`src/rtl/aes_shares_in_loader_pkg.sv`:
```
// Shared constants, state encoding and sizing helpers for the masked AES share loader.
// Imported by the loader top, its word deserialiser and its bus interface.
package aes_shares_in_loader_pkg;

  localparam int unsigned W_BUS    = 32;
  localparam int unsigned D_SHARES = 2;
  localparam int unsigned BLK      = 128;

  typedef enum logic [1:0] {
    ST_IDLE = 2'd0,
    ST_KEY  = 2'd1,
    ST_PT   = 2'd2,
    ST_FULL = 2'd3
  } state_e;

  function automatic int unsigned words_per_vec(input int unsigned d, input int unsigned w);
    return (BLK * d) / w;
  endfunction

  function automatic int unsigned cnt_width(input int unsigned nw);
    return (nw > 32'd1) ? $clog2(nw) : 32'd1;
  endfunction

endpackage

```
`src/rtl/aes_shares_in_loader_if.sv`:
```
// Word-stream input and share-vector output handshakes of the share loader.
// The loader uses the slave view; the word source / AES top side uses the master view.
interface aes_shares_in_loader_if
  import aes_shares_in_loader_pkg::*;
#(
  parameter int unsigned d = D_SHARES,
  parameter int unsigned W = W_BUS
) ();

  logic                 in_valid;
  logic                 in_ready;
  logic [W-1:0]         in_data;
  logic                 in_reuse_key;
  logic                 out_valid;
  logic                 out_ready;
  logic [BLK*d-1:0]     out_shares_key;
  logic [BLK*d-1:0]     out_shares_plaintext;

  modport slave (
    input  in_valid, in_data, in_reuse_key, out_ready,
    output in_ready, out_valid, out_shares_key, out_shares_plaintext
  );

  modport master (
    output in_valid, in_data, in_reuse_key, out_ready,
    input  in_ready, out_valid, out_shares_key, out_shares_plaintext
  );

endinterface

```
`src/rtl/aes_shares_in_loader_shares_word_deser.sv`:
```
// 128*d-bit share vector built from W-bit words; one word slot written per enabled cycle.
// Asynchronous clear wipes all share material.
module aes_shares_in_loader_shares_word_deser
  import aes_shares_in_loader_pkg::*;
#(
  parameter int unsigned d = D_SHARES,
  parameter int unsigned W = W_BUS
) (
  input  logic                                        clk,
  input  logic                                        rst_n,
  input  logic                                        wr_en,
  input  logic [cnt_width(words_per_vec(d, W))-1:0]   wr_idx,
  input  logic [W-1:0]                                wr_data,
  output logic [BLK*d-1:0]                            vec
);

  localparam int unsigned NW = words_per_vec(d, W);
  localparam int unsigned CW = cnt_width(NW);

  logic [W-1:0] word_r [NW];

  for (genvar i = 0; i < NW; i++) begin : g_word
    // Word slot i: cleared on reset, loaded when its index is addressed.
    always_ff @(posedge clk or negedge rst_n) begin
      if (!rst_n) begin
        word_r[i] <= '0;
      end else if (wr_en && (wr_idx == CW'(i))) begin
        word_r[i] <= wr_data;
      end
    end

    assign vec[W*i +: W] = word_r[i];
  end

endmodule

```
`src/rtl/aes_shares_in_loader.sv`:
```
// Word-serial front end of the masked AES top: gathers key and plaintext share words
// into full share vectors and hands them over as one valid/ready transaction.
module aes_shares_in_loader
  import aes_shares_in_loader_pkg::*;
#(
  parameter int unsigned d = D_SHARES,
  parameter int unsigned W = W_BUS
) (
  input  logic                   clk,
  input  logic                   rst_n,
  aes_shares_in_loader_if.slave  bus,
  output logic                   key_loaded
);

  localparam int unsigned    NW   = words_per_vec(d, W);
  localparam int unsigned    CW   = cnt_width(NW);
  localparam logic [CW-1:0]  LAST = CW'(NW - 1);

  if ((BLK % W) != 0) begin : g_bad_width
    $error("aes_shares_in_loader: 128 must be a multiple of W");
  end

  state_e          state_r;
  state_e          state_next_s;
  logic [CW-1:0]   cnt_r;
  logic [CW-1:0]   cnt_next_s;
  logic            key_loaded_r;
  logic            key_loaded_next_s;
  logic            in_ready_r;
  logic            out_valid_r;
  logic            hs_s;
  logic            last_s;
  logic            reuse_s;
  logic            key_we_s;
  logic            pt_we_s;
  logic [BLK*d-1:0] key_vec_s;
  logic [BLK*d-1:0] pt_vec_s;

  assign hs_s    = bus.in_valid & in_ready_r;
  assign last_s  = (cnt_r == LAST);
  assign reuse_s = bus.in_reuse_key & key_loaded_r;

  // State register.
  always_ff @(posedge clk or negedge rst_n) begin
    if (!rst_n) begin
      state_r <= ST_IDLE;
    end else begin
      state_r <= state_next_s;
    end
  end

  // Next-state decode.
  always_comb begin
    state_next_s = state_r;
    case (state_r)
      ST_IDLE: begin
        if (hs_s) begin
          state_next_s = reuse_s ? ST_PT : ST_KEY;
        end else begin
          state_next_s = ST_IDLE;
        end
      end
      ST_KEY: begin
        if (hs_s && last_s) begin
          state_next_s = ST_PT;
        end else begin
          state_next_s = ST_KEY;
        end
      end
      ST_PT: begin
        if (hs_s && last_s) begin
          state_next_s = ST_FULL;
        end else begin
          state_next_s = ST_PT;
        end
      end
      ST_FULL: begin
        if (out_valid_r && bus.out_ready) begin
          state_next_s = ST_IDLE;
        end else begin
          state_next_s = ST_FULL;
        end
      end
      default: state_next_s = ST_IDLE;
    endcase
  end

  // Word routing, counter and key-held tracking for the accepted word.
  always_comb begin
    key_we_s          = 1'b0;
    pt_we_s           = 1'b0;
    cnt_next_s        = cnt_r;
    key_loaded_next_s = key_loaded_r;
    case (state_r)
      ST_IDLE: begin
        if (hs_s && reuse_s) begin
          pt_we_s    = 1'b1;
          cnt_next_s = CW'(1);
        end else if (hs_s) begin
          // A fresh key invalidates the held one until its last word lands.
          key_we_s          = 1'b1;
          cnt_next_s        = CW'(1);
          key_loaded_next_s = 1'b0;
        end else begin
          cnt_next_s = cnt_r;
        end
      end
      ST_KEY: begin
        if (hs_s) begin
          key_we_s          = 1'b1;
          cnt_next_s        = last_s ? CW'(0) : cnt_r + CW'(1);
          key_loaded_next_s = last_s;
        end else begin
          cnt_next_s = cnt_r;
        end
      end
      ST_PT: begin
        if (hs_s) begin
          pt_we_s    = 1'b1;
          cnt_next_s = last_s ? CW'(0) : cnt_r + CW'(1);
        end else begin
          cnt_next_s = cnt_r;
        end
      end
      ST_FULL: begin
        cnt_next_s = cnt_r;
      end
      default: begin
        cnt_next_s = CW'(0);
      end
    endcase
  end

  // Counter, key-held flag and registered handshake outputs.
  always_ff @(posedge clk or negedge rst_n) begin
    if (!rst_n) begin
      cnt_r        <= '0;
      key_loaded_r <= 1'b0;
      in_ready_r   <= 1'b0;
      out_valid_r  <= 1'b0;
    end else begin
      cnt_r        <= cnt_next_s;
      key_loaded_r <= key_loaded_next_s;
      in_ready_r   <= (state_next_s != ST_FULL);
      out_valid_r  <= (state_next_s == ST_FULL);
    end
  end

  aes_shares_in_loader_shares_word_deser #(.d(d), .W(W)) u_key_deser (
    .clk     (clk),
    .rst_n   (rst_n),
    .wr_en   (key_we_s),
    .wr_idx  (cnt_r),
    .wr_data (bus.in_data),
    .vec     (key_vec_s)
  );

  aes_shares_in_loader_shares_word_deser #(.d(d), .W(W)) u_pt_deser (
    .clk     (clk),
    .rst_n   (rst_n),
    .wr_en   (pt_we_s),
    .wr_idx  (cnt_r),
    .wr_data (bus.in_data),
    .vec     (pt_vec_s)
  );

  assign bus.in_ready             = in_ready_r;
  assign bus.out_valid            = out_valid_r;
  assign bus.out_shares_key       = key_vec_s;
  assign bus.out_shares_plaintext = pt_vec_s;
  assign key_loaded               = key_loaded_r;

endmodule

```
`src/flat_wrapper.sv`:
```
// flat-port wrapper written by rule: the top's interface ports become plain ports
module aes_shares_in_loader_flat import aes_shares_in_loader_pkg::*;
#(
  parameter int unsigned d = D_SHARES,
  parameter int unsigned W = W_BUS
)
  (clk, rst_n, key_loaded, bus_in_valid, bus_in_data, bus_in_reuse_key, bus_out_ready, bus_in_ready, bus_out_valid, bus_out_shares_key, bus_out_shares_plaintext);
  aes_shares_in_loader_if #(.d(d), .W(W)) bus_i ();
  input  logic clk;
  input  logic rst_n;
  output logic key_loaded;
  input wire logic [$bits(bus_i.in_valid)-1:0] bus_in_valid;
  input wire logic [$bits(bus_i.in_data)-1:0] bus_in_data;
  input wire logic [$bits(bus_i.in_reuse_key)-1:0] bus_in_reuse_key;
  input wire logic [$bits(bus_i.out_ready)-1:0] bus_out_ready;
  output wire logic [$bits(bus_i.in_ready)-1:0] bus_in_ready;
  output wire logic [$bits(bus_i.out_valid)-1:0] bus_out_valid;
  output wire logic [$bits(bus_i.out_shares_key)-1:0] bus_out_shares_key;
  output wire logic [$bits(bus_i.out_shares_plaintext)-1:0] bus_out_shares_plaintext;
  assign bus_i.in_valid = bus_in_valid;
  assign bus_i.in_data = bus_in_data;
  assign bus_i.in_reuse_key = bus_in_reuse_key;
  assign bus_i.out_ready = bus_out_ready;
  assign bus_in_ready = bus_i.in_ready;
  assign bus_out_valid = bus_i.out_valid;
  assign bus_out_shares_key = bus_i.out_shares_key;
  assign bus_out_shares_plaintext = bus_i.out_shares_plaintext;
  aes_shares_in_loader #(.d(d), .W(W)) u_core (.clk(clk), .rst_n(rst_n), .bus(bus_i), .key_loaded(key_loaded));
endmodule
```
`config.mk`:
```
export PLATFORM = sky130hd
export DESIGN_NAME = aes_shares_in_loader_flat
export DESIGN_NICKNAME = d
export VERILOG_FILES = /design/src/rtl/aes_shares_in_loader_pkg.sv /design/src/rtl/aes_shares_in_loader_if.sv /design/src/rtl/aes_shares_in_loader_shares_word_deser.sv /design/src/rtl/aes_shares_in_loader.sv /design/src/flat_wrapper.sv
export SDC_FILE = /design/constraint.sdc
export NUM_CORES = 1
export LEC_CHECK = 0
export BUFFER_PORTS_ARGS = -buffer_cell sky130_fd_sc_hd__buf_2
export CAP_MARGIN = 20
export CORE_MARGIN = 3
export CORE_UTILIZATION = 30
export CTS_CLUSTER_SIZE = 40
export DETAILED_ROUTE_END_ITERATION = 7
export PLACE_DENSITY = 0.54
export SYNTH_ARGS = -nofsm -noshare
export SYNTH_HDL_FRONTEND = slang
export SYNTH_SLANG_ARGS = --single-unit
```
`constraint.sdc`:
```
create_clock -name clk -period 2.5 [get_ports clk]
set_input_delay 0.125 -clock clk [delete_from_list [all_inputs] [get_ports clk]]
set_output_delay 0.125 -clock clk [all_outputs]
set_load 0.1 [all_outputs]
```
==> results of run 1 <==
[critical path: cells and delay by family, from the launching register on]
family,cells,cell delay [ns]
compound gates,1,0.28
fa+ha+maj,1,0.40
buf+inv,2,0.33
flops,1,0.40
mux,1,0.36
simple gates,1,0.35
[worst max-delay path by stage]
stage	startpoint	cells past startpoint	endpoint
6_report	u_core.state_r[0]	6	u_core.u_pt_deser.vec[106]
5_1_grt	u_core.state_r[0]	6	u_core.u_pt_deser.vec[16]
4_1_cts	u_core.state_r[0]	6	u_core.u_pt_deser.vec[106]
3_5_place_dp	u_core.state_r[0]	6	u_core.u_pt_deser.vec[15]
3_3_place_gp	u_core.state_r[0]	6	u_core.u_pt_deser.vec[98]
2_1_floorplan	u_core.bus.in_ready	5	u_core.u_pt_deser.vec[100]
[layer usage]
| layer | vias up | wire [um] | part of all wire, % | track usage, % |
|---|---|---|---|---|
| met4 | 0 | 1910 | 3.0 | 5.62 |
| met3 | 105 | 3790 | 6.1 | 4.76 |
| met1 | 6495 | 26100 | 42 | 22.3 |
| li1 | 5344 | - | - | - |
| met2 | 380 | 30800 | 49 | 30.2 |
| met5 | - | 0 | 0 | 0 |
[logic make-up (layout without fill, tap and decap cells)]
| kind of cell | after synthesis | after routing | share of synthesized area (%) |
|---|---|---|---|
| flip-flops | 520 | 520 | 65.9 |
| multiplexers | 513 | 513 | 29.2 |
| buffers and inverters | 92 | 704 | 2.24 |
| AO/OA/AOI/OAI | 26 | 26 | 1.28 |
| AND/OR/NAND/NOR | 25 | 25 | 0.747 |
| adder cells (fa/ha/maj) | 10 | 10 | 0.633 |
| other | 0 | 4 | 0 |
[sequential cells by signal (all words and copies together), names as in the netlist]
signal	cells
u_core.u_key_deser.vec	256
u_core.u_pt_deser.vec	256
u_core.cnt_r	3
u_core.state_r	2
u_core.bus.in_ready	1
u_core.bus.out_valid	1
u_core.key_loaded	1
[placed cells by master, fill, tap and decap left out, types with 4 or more instances in the layout]
master / instances
buf_4: 20
diode_2: 4
clkinv_2: 13
nor2_4: 4
mux2_2: 467
clkbuf_1: 9
clkbuf_16: 57
dlygate4sd3_1: 4
ha_1: 10
buf_12: 25
clkinvlp_4: 4
inv_1: 5
nor2_1: 4
buf_2: 550
clkbuf_8: 14
dfrtp_1: 520
mux2_1: 45
[final cells by class]
cell class / instances / share of cell area [%]
Inverter: 5 / 0.0728
Clock inverter: 19 / 0.602
Sequential cell: 520 / 50.5
Timing Repair Buffer: 600 / 13.4
Antenna cell: 4 / 0.0388
Clock buffer: 80 / 6.41
Tap cell: 855 / 4.15
Multi-Input combinational cell: 574 / 24.9
[stage by stage]
step                      instances  cell area [um^2]
after detailed placement       2550             23900
after global placement         2550             23900
after CTS                      2653             25800
after floorplan                1186             19800
after global routing           2656             25800
final                          2657             25800
==> results.md, run 1 <==
- Status: complete, no violations
- Crit. End Element: register
- Hold Buf Count CTS: 4
- Total CTS buffers: 56
- Max incr delay on CP: 0.40 ns
- Fmax: 444 MHz
- Setup CP Type: reg2reg
- R2R Setup Slk: 0.25 ns
- RSZ-0062 raised after global routing: false
- Core area: 64800 um^2
- Worst-path clk slew: 0.06 ns
- Yosys warnings: 0
- DRT antenna net count: 0
- Multi-input gate area: 6410 um^2
- DRC Markers: 0
- CTS H-tree depth: 2
- Clock Skew: 0.0163 ns
- Final setup viols: 0
- Minimum clock period: 2.25 ns
- Avg Inst Size Synth: 16.7 um^2
- Worst slew margin: 52.8%
- CP Cell Sequence: inv_1, ha_1, a31oi_4, nor3b_4, buf_12, mux2_2
- PnR worst setup slack: 0.248 ns
- Synth top area share: 65.9%
- Worst EP required: 2.96 ns
- Nets: 1804
- Startpoint types: register
- Ranking of synthesized cells by area: dfrtp_1 66%, mux2_2 27%, mux2_1 2.6%
- Critical Path AT: 2.72 ns
- GP Congestion: 0.787
- Worst r2r path cells: 6
- Sequential area share after synthesis: 65.9%
- DP HPWL: 44.4 mm
- Initial Util: 30.5%
- Worst Tran Pin Value: 0.707 ns
- Routed via count: 12.3k
- Antenna violations before repair: 4
- Syn Nets: 1233
- First-pass GRT wire length: 92.7 mm
- Die Wd: 263 um
- Post-synth cell types: 37
- Number of setup buffers added after CTS: 0
- HP Class: in2async
- Drt pass-1 iters: 4
- Final Cycle Share: 90.1%
- Max stage delay cell, worst path: dfrtp_1
- Max cap viols: 0
- Post-synth top cells: 520 x dfrtp_1, 467 x mux2_2, 45 x mux2_1
- Synth-to-Final Area Change: 30.5%
- Cell Area, Synth: 19800 um^2
- Vias in the first global route: 13.0k
- Clk buf depth: 3
- Port bufs: 551
- Routed WL: 62.6 mm
- Iteration-0 DRC Markers: 524
- Grt total ovfl: 0
- Vias per cell: 4.64
- Number of synthesized flops with an enable pin: 0
- Top-count cell post-synth: dfrtp_1
- Synth Flop Type: dfrtp_1
- Clk Latency, worst-skew pair: 0.59 ns
- FFs w/ async S/R, synth: 100%
- Die H: 263 um
- Largest area contributor in the netlist: dfrtp_1
- WHS: 0.0420 ns
- Sink Count: 520
- Io pins: 552
- R2R Path End: u_core.u_pt_deser.vec[106]
- Post-Syn Instances: 1186
- Fin. Hold Viols: 0
- CTS tree: built
- Fillers: 6155
- Area of the die: 69000 um^2
- Drt wl/cell: 23.6 um
- R2r startpoint: u_core.state_r[0]
- GRT Util Overall: 17.8%
- Pre-CTS WS: 0.246 ns
- Layout cell share with drive strength beyond 1: 65.3%
- FP Rows: 93
- Final TNS setup: 0 ns
- Final slew viol count: 0
- CTS resizes: 0
- Fin util: 39.8%
- Synth Register Bits: 520
- Clock root cell: clkbuf_16
- Register Area: 13000 um^2
- Critical path peak fanout: 21
- Pin count of the biggest net entering global routing: 121
Power of run 1 is not shown: default switching activity piles up to over one toggle a cycle in this logic, so the estimate is an artifact.
==> run 2, diff against run 1 <==
- GPL_TIMING_DRIVEN: unset -> 0
==> results.md, run 2 (synthesized netlist as in run 1, its figures left out) <==
- Status: complete, no violations
- Iteration-0 DRC Markers: 502 (-4.2%)
- Worst-path clk slew: 0.06 ns (about the same)
- Sink Count: 520 (unchanged)
- Pre-CTS WS: -0.344 ns (-0.589 ns)
- Hold Startpoint: bus_in_data[11]
- Critical Path AT: 2.82 ns (+0.10 ns)
- Fmax: 426 MHz (-4.1%)
- Startpoint types: register
- Die H: 263 um (unchanged)
- Worst setup startpoint: u_core.state_r[0]
- Routed WL: 61.2 mm (-2.3%)
- Total CTS buffers: 56 (unchanged)
- Drt pass-1 iters: 4 (unchanged)
- Grt total ovfl: 0 (unchanged)
- PnR worst setup slack: 0.151 ns (-0.0969 ns)
- Critical path peak fanout: 10 (-52%)
- Drt wl/cell: 22.4 um (-5.0%)
- Area of the die: 69000 um^2 (unchanged)
- GRT Util Overall: 17.5% (-0.38 points)
- CTS H-tree depth: 2 (unchanged)
- Clk buf depth: 3 (unchanged)
- Fin util: 40.0% (+0.26 points)
- CTS tree: built
- Antenna violations before repair: 3 (-1)
- DRT antenna net count: 0 (unchanged)
- Layout cell share with drive strength beyond 1: 63.1% (-2.2 points)
- Worst Tran Pin Value: 0.821 ns (+0.114 ns)
- GP Congestion: 0.788 (+0.15%)
- Final setup viols: 0 (unchanged)
- HP Class: in2reg
- Port bufs: 551 (unchanged)
- R2r startpoint: u_core.state_r[0]
- Initial Util: 30.5% (unchanged)
- Clock Skew: 0.0127 ns (-0.00362 ns)
- Crit. End Element: register
- Final Cycle Share: 94.0% (+3.9 points)
- Placed cells: 2597 (+1.8%)
- Fin. Hold Viols: 0 (unchanged)
- RSZ-0062 raised after global routing: false
- DP HPWL: 45.3 mm (+2.1%)
- Synth-to-Final Area Change: 31.4%
- Minimum clock period: 2.35 ns (+0.0969 ns)
- Die Wd: 263 um (unchanged)
- Clk Latency, worst-skew pair: 0.59 ns (about the same)
- Io pins: 552 (unchanged)
- Vias in the first global route: 13.4k (+2.5%)
- Worst slew margin: 45.3% (-7.6 points)
- Final slew viol count: 0 (unchanged)
- Fillers: 6124 (-0.50%)
- Max cap viols: 0 (unchanged)
- Commonest non-fill, non-tap cell in the layout: buf_2
- Nets: 1881 (+4.3%)
- Core area: 64800 um^2 (unchanged)
- Setup CP Type: reg2reg
- DRC Markers: 0 (unchanged)
- Worst EP required: 2.97 ns (about the same)
- Fin cells: 2732 (+2.8%)
- Routed via count: 12.5k (+1.6%)
- Most frequent cells in the layout: 589 x buf_2, 520 x dfrtp_1, 467 x mux2_2
- Vias per cell: 4.59 (-1.1%)
- FP Rows: 93 (unchanged)
- First-pass GRT wire length: 91.8 mm (-0.92%)
- Pin count of the biggest net entering global routing: 112 (-7.4%)
- Clock root cell: clkbuf_16
## run 2: changes by cell type in the layout (fill, tap and decap cells not counted), sizes merged
cell | before | now
clkbuf | 80 | 113
dlygate4sd3 | 4 | 34
buf | 596 | 607
bufinv | 2 | 5
clkinvlp | 4 | 2
diode | 4 | 2
inv | 5 | 7
## run 2: stage by stage
stage	hold WS [ns]	setup TNS (ns)	instance area (um^2)
after floorplan	-0.171	0	19800
after global placement	0.447	-4812.06	23600
after detailed placement	0.178	-8.70	23700
after CTS	0.0372	0	25900
after global routing	0.0607	0	26000
final	0.0836	0	26000
## run 2: repair_timing
item                                   in CTS  in global routing
hold buffers                               34                  0
setup endpoints to repair                  61                 10
gates resized for setup                     6                  1
setup buffers                               0                  0
gates cloned                                0                  0
endpoints found under the hold margin     274                  0
## run 2: worst paths after layout
check	to	slack [ns]	cells past startpoint
min in group asynchronous	u_core.u_pt_deser.vec[182]	0.13	2
setup reg to reg	u_core.u_pt_deser.vec[104]	0.15	6
hold reg to reg	u_core.u_pt_deser.vec[67]	0.49	1
hold / removal	u_core.u_pt_deser.vec[11]	0.08	2
setup / recovery	u_core.u_pt_deser.vec[104]	0.15	6
max in group asynchronous	u_core.u_key_deser.vec[76]	0.57	5
## run 2: cell type report
type                    instances  area [um^2]  area share (%)
well taps                     855         1070            4.12
plain buffers                  87          424            1.63
clock inverters                22          255           0.983
multi-input cells             574         6330            24.4
flip-flops and latches        520        13000            50.1
inverters                       5         18.8          0.0723
clock buffers                  77         1590            6.13
repair buffers                590         3250            12.5
diodes                          2         5.00          0.0193
## run 2: routing by layer
metal	wire length (um)	up-vias	global-route usage (%)	part of all wire, %
met5	0	-	0	0
met2	29700	397	29.5	49
met3	3900	107	4.60	6.4
met4	2230	0	6.26	3.6
met1	25300	6526	21.6	41
li1	-	5497	-	-
## run 2: worst max-delay path, cell delays in order (launching register included)
cell and delay (ns):
dfrtp_1 0.41, inv_1 0.09, ha_1 0.24, a31oi_4 0.19, nor3b_4 0.59, buf_4 0.33, mux2_2 0.36
Power of run 2 is left out for the same reason.
